$ cat config.mk
export PLATFORM = sky130hd
export DESIGN_NAME = regfile_write_arbiter
export DESIGN_NICKNAME = d
export VERILOG_FILES = /design/src/rtl/regfile_write_arbiter.sv
export SDC_FILE = /design/constraint.sdc
export NUM_CORES = 1
export LEC_CHECK = 0
export BUFFER_PORTS_ARGS = -buffer_cell sky130_fd_sc_hd__buf_2
export CORE_MARGIN = 2
export CORE_UTILIZATION = 54
export CTS_CLUSTER_SIZE = 10
export DETAILED_ROUTE_END_ITERATION = 8
export HOLD_SLACK_MARGIN = 0.08
export PLACE_DENSITY = 0.83
export SLEW_MARGIN = 20
export SYNTH_ARGS = -nofsm -noshare
export SYNTH_HDL_FRONTEND = slang
export SYNTH_SLANG_ARGS = --single-unit
export TNS_END_PERCENT = 100
$ cat constraint.sdc
create_clock -name clk -period 2.6 [get_ports clk]
set_input_delay 0.78 -clock clk [delete_from_list [all_inputs] [get_ports clk]]
set_output_delay 0.78 -clock clk [all_outputs]
set_load 0.05 [all_outputs]
$ cat src/rtl/regfile_write_arbiter.sv
// Arbitrates the ALU and load writeback paths onto the single register-file write port.
// Each source has a one-entry buffer; grants are round-robin, with MEM first on a same-index collision.
module regfile_write_arbiter #(
  parameter int unsigned DATA_W   = 64,
  parameter int unsigned ZERO_REG = 31,
  parameter int unsigned CNT_W    = 16
) (
  input  logic              clk,
  input  logic              reset_n,
  input  logic              alu_valid,
  output logic              alu_ready,
  input  logic [4:0]        alu_addr,
  input  logic [DATA_W-1:0] alu_data,
  input  logic              mem_valid,
  output logic              mem_ready,
  input  logic [4:0]        mem_addr,
  input  logic [DATA_W-1:0] mem_data,
  output logic              wr_en,
  output logic [4:0]        wr_addr,
  output logic [DATA_W-1:0] wr_data,
  output logic [31:0]       wr_sel,
  output logic [CNT_W-1:0]  conflict_cnt
);

  localparam int unsigned AW   = 5;
  localparam int unsigned NREG = 32;

  typedef enum logic {SRC_ALU = 1'b0, SRC_MEM = 1'b1} src_e;

  logic              alu_full_q, alu_full_d;
  logic [AW-1:0]     alu_addr_q, alu_addr_d;
  logic [DATA_W-1:0] alu_data_q, alu_data_d;
  logic              mem_full_q, mem_full_d;
  logic [AW-1:0]     mem_addr_q, mem_addr_d;
  logic [DATA_W-1:0] mem_data_q, mem_data_d;
  src_e              last_q, last_d;
  logic              wr_en_q, wr_en_d;
  logic [AW-1:0]     wr_addr_q, wr_addr_d;
  logic [DATA_W-1:0] wr_data_q, wr_data_d;
  logic [NREG-1:0]   wr_sel_q, wr_sel_d;
  logic [CNT_W-1:0]  conflict_q, conflict_d;

  logic              gnt_alu, gnt_mem, gnt_any, both_full;
  logic [AW-1:0]     gnt_addr;
  logic [DATA_W-1:0] gnt_data;

  // Grant depends only on buffered state, never on incoming valids.
  always_comb begin
    gnt_alu   = 1'b0;
    gnt_mem   = 1'b0;
    both_full = alu_full_q & mem_full_q;
    if (both_full) begin
      // Same index: the older load lands first so the younger ALU value wins.
      if (alu_addr_q == mem_addr_q) begin
        gnt_mem = 1'b1;
      end else if (last_q == SRC_MEM) begin
        gnt_alu = 1'b1;
      end else begin
        gnt_mem = 1'b1;
      end
    end else if (alu_full_q) begin
      gnt_alu = 1'b1;
    end else if (mem_full_q) begin
      gnt_mem = 1'b1;
    end
    gnt_any  = gnt_alu | gnt_mem;
    gnt_addr = gnt_mem ? mem_addr_q : alu_addr_q;
    gnt_data = gnt_mem ? mem_data_q : alu_data_q;
  end

  assign alu_ready = ~alu_full_q | gnt_alu;
  assign mem_ready = ~mem_full_q | gnt_mem;

  // Next-state for buffers, pointer, output command and conflict counter.
  always_comb begin
    alu_full_d = alu_full_q;
    alu_addr_d = alu_addr_q;
    alu_data_d = alu_data_q;
    mem_full_d = mem_full_q;
    mem_addr_d = mem_addr_q;
    mem_data_d = mem_data_q;
    last_d     = last_q;
    wr_en_d    = 1'b0;
    wr_addr_d  = wr_addr_q;
    wr_data_d  = wr_data_q;
    wr_sel_d   = '0;
    conflict_d = conflict_q;

    if (alu_valid && alu_ready) begin
      alu_full_d = 1'b1;
      alu_addr_d = alu_addr;
      alu_data_d = alu_data;
    end else if (gnt_alu) begin
      alu_full_d = 1'b0;
    end

    if (mem_valid && mem_ready) begin
      mem_full_d = 1'b1;
      mem_addr_d = mem_addr;
      mem_data_d = mem_data;
    end else if (gnt_mem) begin
      mem_full_d = 1'b0;
    end

    if (gnt_any) begin
      last_d = gnt_mem ? SRC_MEM : SRC_ALU;
      if (gnt_addr != AW'(ZERO_REG)) begin
        wr_en_d   = 1'b1;
        wr_addr_d = gnt_addr;
        wr_data_d = gnt_data;
        wr_sel_d  = NREG'(1) << gnt_addr;
      end
    end

    if (both_full && (conflict_q != {CNT_W{1'b1}})) begin
      conflict_d = conflict_q + CNT_W'(1);
    end
  end

  always_ff @(posedge clk or negedge reset_n) begin
    if (!reset_n) begin
      alu_full_q <= 1'b0;
      alu_addr_q <= '0;
      alu_data_q <= '0;
      mem_full_q <= 1'b0;
      mem_addr_q <= '0;
      mem_data_q <= '0;
      last_q     <= SRC_MEM;
      wr_en_q    <= 1'b0;
      wr_addr_q  <= '0;
      wr_data_q  <= '0;
      wr_sel_q   <= '0;
      conflict_q <= '0;
    end else begin
      alu_full_q <= alu_full_d;
      alu_addr_q <= alu_addr_d;
      alu_data_q <= alu_data_d;
      mem_full_q <= mem_full_d;
      mem_addr_q <= mem_addr_d;
      mem_data_q <= mem_data_d;
      last_q     <= last_d;
      wr_en_q    <= wr_en_d;
      wr_addr_q  <= wr_addr_d;
      wr_data_q  <= wr_data_d;
      wr_sel_q   <= wr_sel_d;
      conflict_q <= conflict_d;
    end
  end

  assign wr_en        = wr_en_q;
  assign wr_addr      = wr_addr_q;
  assign wr_data      = wr_data_q;
  assign wr_sel       = wr_sel_q;
  assign conflict_cnt = conflict_q;

endmodule

== Yosys cells after proc, flatten, opt, wreduce, memory -nomap -nowiden ==
Index checks and enable logic that the tools add are counted.
Cells by class
  add/subtract/negate cells: 1
  equal/unequal tests: 3
  shift operators: 1
  mux-type cells: 20
  bitwise operators: 6
  reduce and logical (&&, ||, !) cells: 6
Operators with widths (number)
  32-bit 2-to-1 mux: 2
  64-bit 2-to-1 mux: 1
  1-bit by 5-bit << shifter with 32-bit output, first input constant: 1
  16-bit by 1-bit adder with 16-bit output, second input constant: 1
  1-bit 2-to-1 mux: 16
  16-bit != test, second input constant: 1
  5-bit equality test: 1
  5-bit 2-to-1 mux: 1
  5-bit != test, second input constant: 1
  2-bit nonzero test: 2
  1-bit logical AND: 3
  1-bit OR: 3
  1-bit NOT: 2
  2-bit AND reduction: 1
  1-bit AND: 1
Storage, ports and cells
  flip-flop bits (word level): 259
  input bits: 142
  output and inout port bits: 120
  word-level logic and storage cells: 49

== Longest topological paths before layout ==
  word-level depth: 7
  depth in mapped cells: 9
  gate-level depth less buffers: 7

== Worst setup path after synthesis ==
Ideal clock, no wire load.
  path type: reg-to-reg
  start: register mem_addr_q[1]
  end: register mem_addr_q[0]
  setup time: 0.125 ns
  arrival time: 2.552 ns
  data required time: 2.475 ns
  setup slack: -0.076 ns
  stages on the path, launching flop included: 10
  buffers on the path: 3
  clock period less this slack: 2.676 ns
  path through: dfrtp_1 -> buf_2 -> xor2_1 -> nor4_4 -> a21oi_2 -> nand2_1 -> nand2_1 -> buf_2 -> buf_2 -> mux2_2
On the way
  word-level cells in the longest chain between the ends: 5
Ends and longest elaborated chain
  from (decl): RTL line 34  | logic [AW-1:0] mem_addr_q, mem_addr_d;
  from (signal assigned): RTL line 139  | mem_addr_q <= mem_addr_d;
  5-bit equality test: RTL line 54  | if (alu_addr_q == mem_addr_q) begin
  1-bit 2-to-1 mux: RTL line 54
  1-bit 2-to-1 mux: RTL line 52  | if (both_full) begin
  1-bit OR: RTL line 72  | assign mem_ready = ~mem_full_q | gnt_mem;
  named net mem_ready: RTL line 15  | output logic mem_ready,
  1-bit logical AND: RTL line 97  | if (mem_valid && mem_ready) begin
The timed path passes the listed nets, and every way through them passes these cells.
A chain may end at the register's enable or synchronous reset.

== Worst setup path after layout ==
  start: register mem_addr_q[4]
  end: output alu_ready
On the way
  word-level cells in the longest chain between the ends: 4
Ends and longest elaborated chain
  5-bit equality test: RTL line 54
  1-bit 2-to-1 mux: RTL line 54
  1-bit 2-to-1 mux: RTL line 52
  1-bit OR: RTL line 71  | assign alu_ready = ~alu_full_q | gnt_alu;
  to (decl): RTL line 11  | output logic alu_ready,
Every way passes these cells.

==> metrics.txt <==
Floorplan Core Area 19500 um2; die area 21100 um2; met1 routing resource usage after global routing 0.296; Port Buffer Count 261; sequential area share after synthesis 0.600; clock buffer depth 3; clock tree from TritonCTS built; count of final hold-check violations 0; Max Clock Skew 16.2 ps; first-pass GRT wire length 39700 um; Post-Syn Area 10800 um2; violation count after the first detailed-routing iteration 277; run status finished with violations; mux cell area share after synthesis 0.292; Max-cap violations 0; Post-Syn Nets 888; arrival time at the worst endpoint 1940 ps; gpl congestion 0.840; largest cells by area after synthesis sky130_fd_sc_hd__dfrtp_1, sky130_fd_sc_hd__mux2_2, sky130_fd_sc_hd__nor2_1; unrepaired setup endpoints after global routing true; # rows 51; type of the worst setup path reg2out; cell chosen for the clock root sky130_fd_sc_hd__clkbuf_16; final-layout worst hold slack 149 ps; actual slew at the worst max-slew pin 701 ps; critical path fanouts, max 3; xor and xnor fraction of the mapped netlist area 0.0162; number of max-slew violations in the final report 0; maximum clock rate 0.368 GHz; WP data required 1820 ps; maximum number of pins on one net before global-route repair 70; HPWL Detailed 16100 um; flop and latch count out of synthesis 259; number of distinct library cell variants in the gate-level netlist after synthesis 43; Synth-to-Final Area Change 25.8%; top cell type by total area after synthesis sky130_fd_sc_hd__dfrtp_1; antenna violations before repair 3; post-synth top area share 0.598; Setup Slack @ Placement 103 ps; Final ANT Viol Nets 0; worst setup margin -121 ps; post-synthesis compound-gate area fraction 0.0162; global-route usage over all layers 0.231; proportion of layout cells with a drive suffix above 1 0.587; clock latency at the later pin of the worst-skew pair 540 ps; length in cells of the worst reg-to-reg path 8; post-synthesis simple-gate area fraction 0.0517; Initial DRT Pass Iterations 4; synthesized-area fraction occupied by adder cells 0.00116; Crit Reg-Reg Startpoint mem_addr_q[4]$_DFFE_PN0P_; period utilization 1.05; detailed-route wire length per cell 18.8 um; H-tree depth reported by CTS 1; dominant combinational cell family by area after synthesis multiplexers; Overall Power 15.8 mW; total clock sinks 259; CTS Buf Count 30; EDFF count, synth 0; FILL cells 1377; prevailing post-synth register cell sky130_fd_sc_hd__dfrtp_1; total number of yosys warnings 0; setup_tns -166 ps; starting density of the core 0.553; width of the die 145 um; leakage power 6.40 nW; routed wire length 24600 um; overflow left after global routing 0; violations in the final reports negative setup slack; number of vias per cell after detailed routing 5.29; Final min period 2720 ps; mean instance size in the synthesized netlist 14.5 um2; type of element capturing the critical path output port; worst setup path startpoint mem_addr_q[4]$_DFFE_PN0P_; die span in y 145 um; detailed-route via count 6928; max_slew headroom 0.530; clock-pin slew reported for the worst setup and hold paths after clock tree synthesis 60 ps; number of DRC violations after detailed routing 0; Post-layout nets 1171; Min-Delay Path Class in2async; number of global-route vias before repair 7507; number of setup violations in the final report 2; pwr dens 1160 nW/um2; routing usage on met2 0.384; startpoint types flop; met3 Use GR 0.0658; number of instances in the synthesized netlist 745; I/O Pins 262; busiest metal layer after global routing met2; Async S/R FF share, synth 1.00; worst-case vdd ir drop 0.855 mV
==> critical path, stage by stage, from the launching register on <==
cell and delay (ps):
sky130_fd_sc_hd__dfrtp_1 390, sky130_fd_sc_hd__xor2_1 190, sky130_fd_sc_hd__nor4_4 360, sky130_fd_sc_hd__nand2_1 90, sky130_fd_sc_hd__a21o_2 220, sky130_fd_sc_hd__buf_6 160
==> cells by family (layout without fill, tap and decap cells) <==
family | count (synthesis) | after routing
compound gates | 24 | 24
xor+xnor | 20 | 20
fa+ha+maj | 1 | 1
buf+inv | 49 | 346
flops | 259 | 259
mux | 277 | 277
other cells | 1 | 4
simple gates | 114 | 114
==> sequential cells by signal (all words and copies together), names as in the netlist <==
register and count:
mem_addr_q 5, wr_addr 5, wr_sel 32, wr_data 64, alu_full_q 1, conflict_cnt 16
mem_full_q 1, alu_data_q 64, mem_data_q 64, alu_addr_q 5, last_q 1, wr_en 1
==> cell usage after synthesis, types with 2 or more instances <==
master                      instances
sky130_fd_sc_hd__mux2_2           259
sky130_fd_sc_hd__dfrtp_1          258
sky130_fd_sc_hd__nor2_1            44
sky130_fd_sc_hd__buf_2             29
sky130_fd_sc_hd__nand2_1           27
sky130_fd_sc_hd__clkbuf_1          11
sky130_fd_sc_hd__mux2_4            10
sky130_fd_sc_hd__xnor2_1           10
sky130_fd_sc_hd__xor2_1            10
sky130_fd_sc_hd__nor3_1             8
sky130_fd_sc_hd__mux2i_1            7
sky130_fd_sc_hd__inv_1              6
sky130_fd_sc_hd__nand2b_1           5
sky130_fd_sc_hd__nand3_1            5
sky130_fd_sc_hd__a21oi_1            4
sky130_fd_sc_hd__a41oi_1            4
sky130_fd_sc_hd__nor4_1             4
sky130_fd_sc_hd__and4_1             3
sky130_fd_sc_hd__buf_6              3
sky130_fd_sc_hd__nand4_1            3
sky130_fd_sc_hd__o21ai_1            3
sky130_fd_sc_hd__or3_1              3
sky130_fd_sc_hd__a21o_1             2
sky130_fd_sc_hd__a2bb2oi_1          2
sky130_fd_sc_hd__a31oi_1            2
sky130_fd_sc_hd__and3_1             2
sky130_fd_sc_hd__nand3b_1           2
sky130_fd_sc_hd__nor3b_1            2
sky130_fd_sc_hd__nor4b_1            2
sky130_fd_sc_hd__o21ai_0            2
==> placed cells by master (no fill, tap or decap), types with 3 or more instances in the layout <==
master / instances
sky130_fd_sc_hd__nor4_1: 4
sky130_fd_sc_hd__clkbuf_16: 32
sky130_fd_sc_hd__a41oi_1: 4
sky130_fd_sc_hd__mux2_2: 259
sky130_fd_sc_hd__mux2i_1: 7
sky130_fd_sc_hd__xor2_1: 9
sky130_fd_sc_hd__clkbuf_1: 11
sky130_fd_sc_hd__a21oi_1: 4
sky130_fd_sc_hd__and4_1: 3
sky130_fd_sc_hd__buf_12: 11
sky130_fd_sc_hd__or3_1: 3
sky130_fd_sc_hd__nand2_4: 3
sky130_fd_sc_hd__dfrtp_1: 258
sky130_fd_sc_hd__diode_2: 3
sky130_fd_sc_hd__o21ai_1: 3
sky130_fd_sc_hd__nor2_1: 44
sky130_fd_sc_hd__buf_4: 20
sky130_fd_sc_hd__nand4_1: 3
sky130_fd_sc_hd__xnor2_1: 10
sky130_fd_sc_hd__inv_1: 6
sky130_fd_sc_hd__nand3_1: 5
sky130_fd_sc_hd__nor3_1: 8
sky130_fd_sc_hd__mux2_4: 10
sky130_fd_sc_hd__nand2b_1: 5
sky130_fd_sc_hd__nand2_1: 24
sky130_fd_sc_hd__buf_2: 258
==> area by class of cell <==
type | instances | area [um2] | share of cell area
clock buffers | 43 | 820 | 0.0603
inverters | 6 | 22.5 | 0.00166
clock inverters | 3 | 51.3 | 0.00378
repair buffers | 294 | 1750 | 0.129
flip-flops and latches | 259 | 6480 | 0.477
diodes | 3 | 7.51 | 0.000552
well taps | 265 | 332 | 0.0244
multi-input cells | 437 | 4120 | 0.303
==> where the power goes <==
| group | internal (mW) | total (mW) | switching [mW] |
|---|---|---|---|
| Sequential | 5.16 | 5.81 | 0.644 |
| Combinational | 2.25 | 6.23 | 3.98 |
| Clock | 2.25 | 3.79 | 1.54 |
| Total | 9.66 | 15.8 | 6.17 |
==> worst paths after layout <==
kind / endpoint / slack, ps
max: alu_ready / -120
min: alu_data_q[15]$_DFFE_PN0P_ / 150
min in group clk: mem_data_q[30]$_DFFE_PN0P_ / 460
min reg2reg: last_q$_DFFE_PN1P_ / 470
max in group asynchronous: wr_sel[5]$_DFF_PN0_ / 1730
max reg2reg: wr_data[26]$_DFFE_PN0P_ / 60
==> stage by stage <==
stage                      util  area [um2]  std cells
after global placement    0.645       12600       1255
final                     0.696       13600       1310
after detailed placement  0.645       12600       1255
after CTS                 0.692       13500       1304
after floorplan               -       10800        745
after global routing      0.696       13600       1309
==> routing by layer <==
| layer | vias to the layer above | part of all wire |
|---|---|---|
| met5 | - | 0.00053 |
| met4 | 2 | 0.032 |
| met3 | 61 | 0.069 |
| met2 | 235 | 0.49 |
| met1 | 3443 | 0.40 |
| li1 | 3187 | - |
==> repair_timing <==
action                     CTS  global route
buffers inserted             3             1
hold buffers                 0             0
gates cloned                 0             2
gates resized for setup      6             1
setup endpoints to repair    2            58
pin swaps                    3             2
Note: power is estimated with default switching activity, not from simulation.
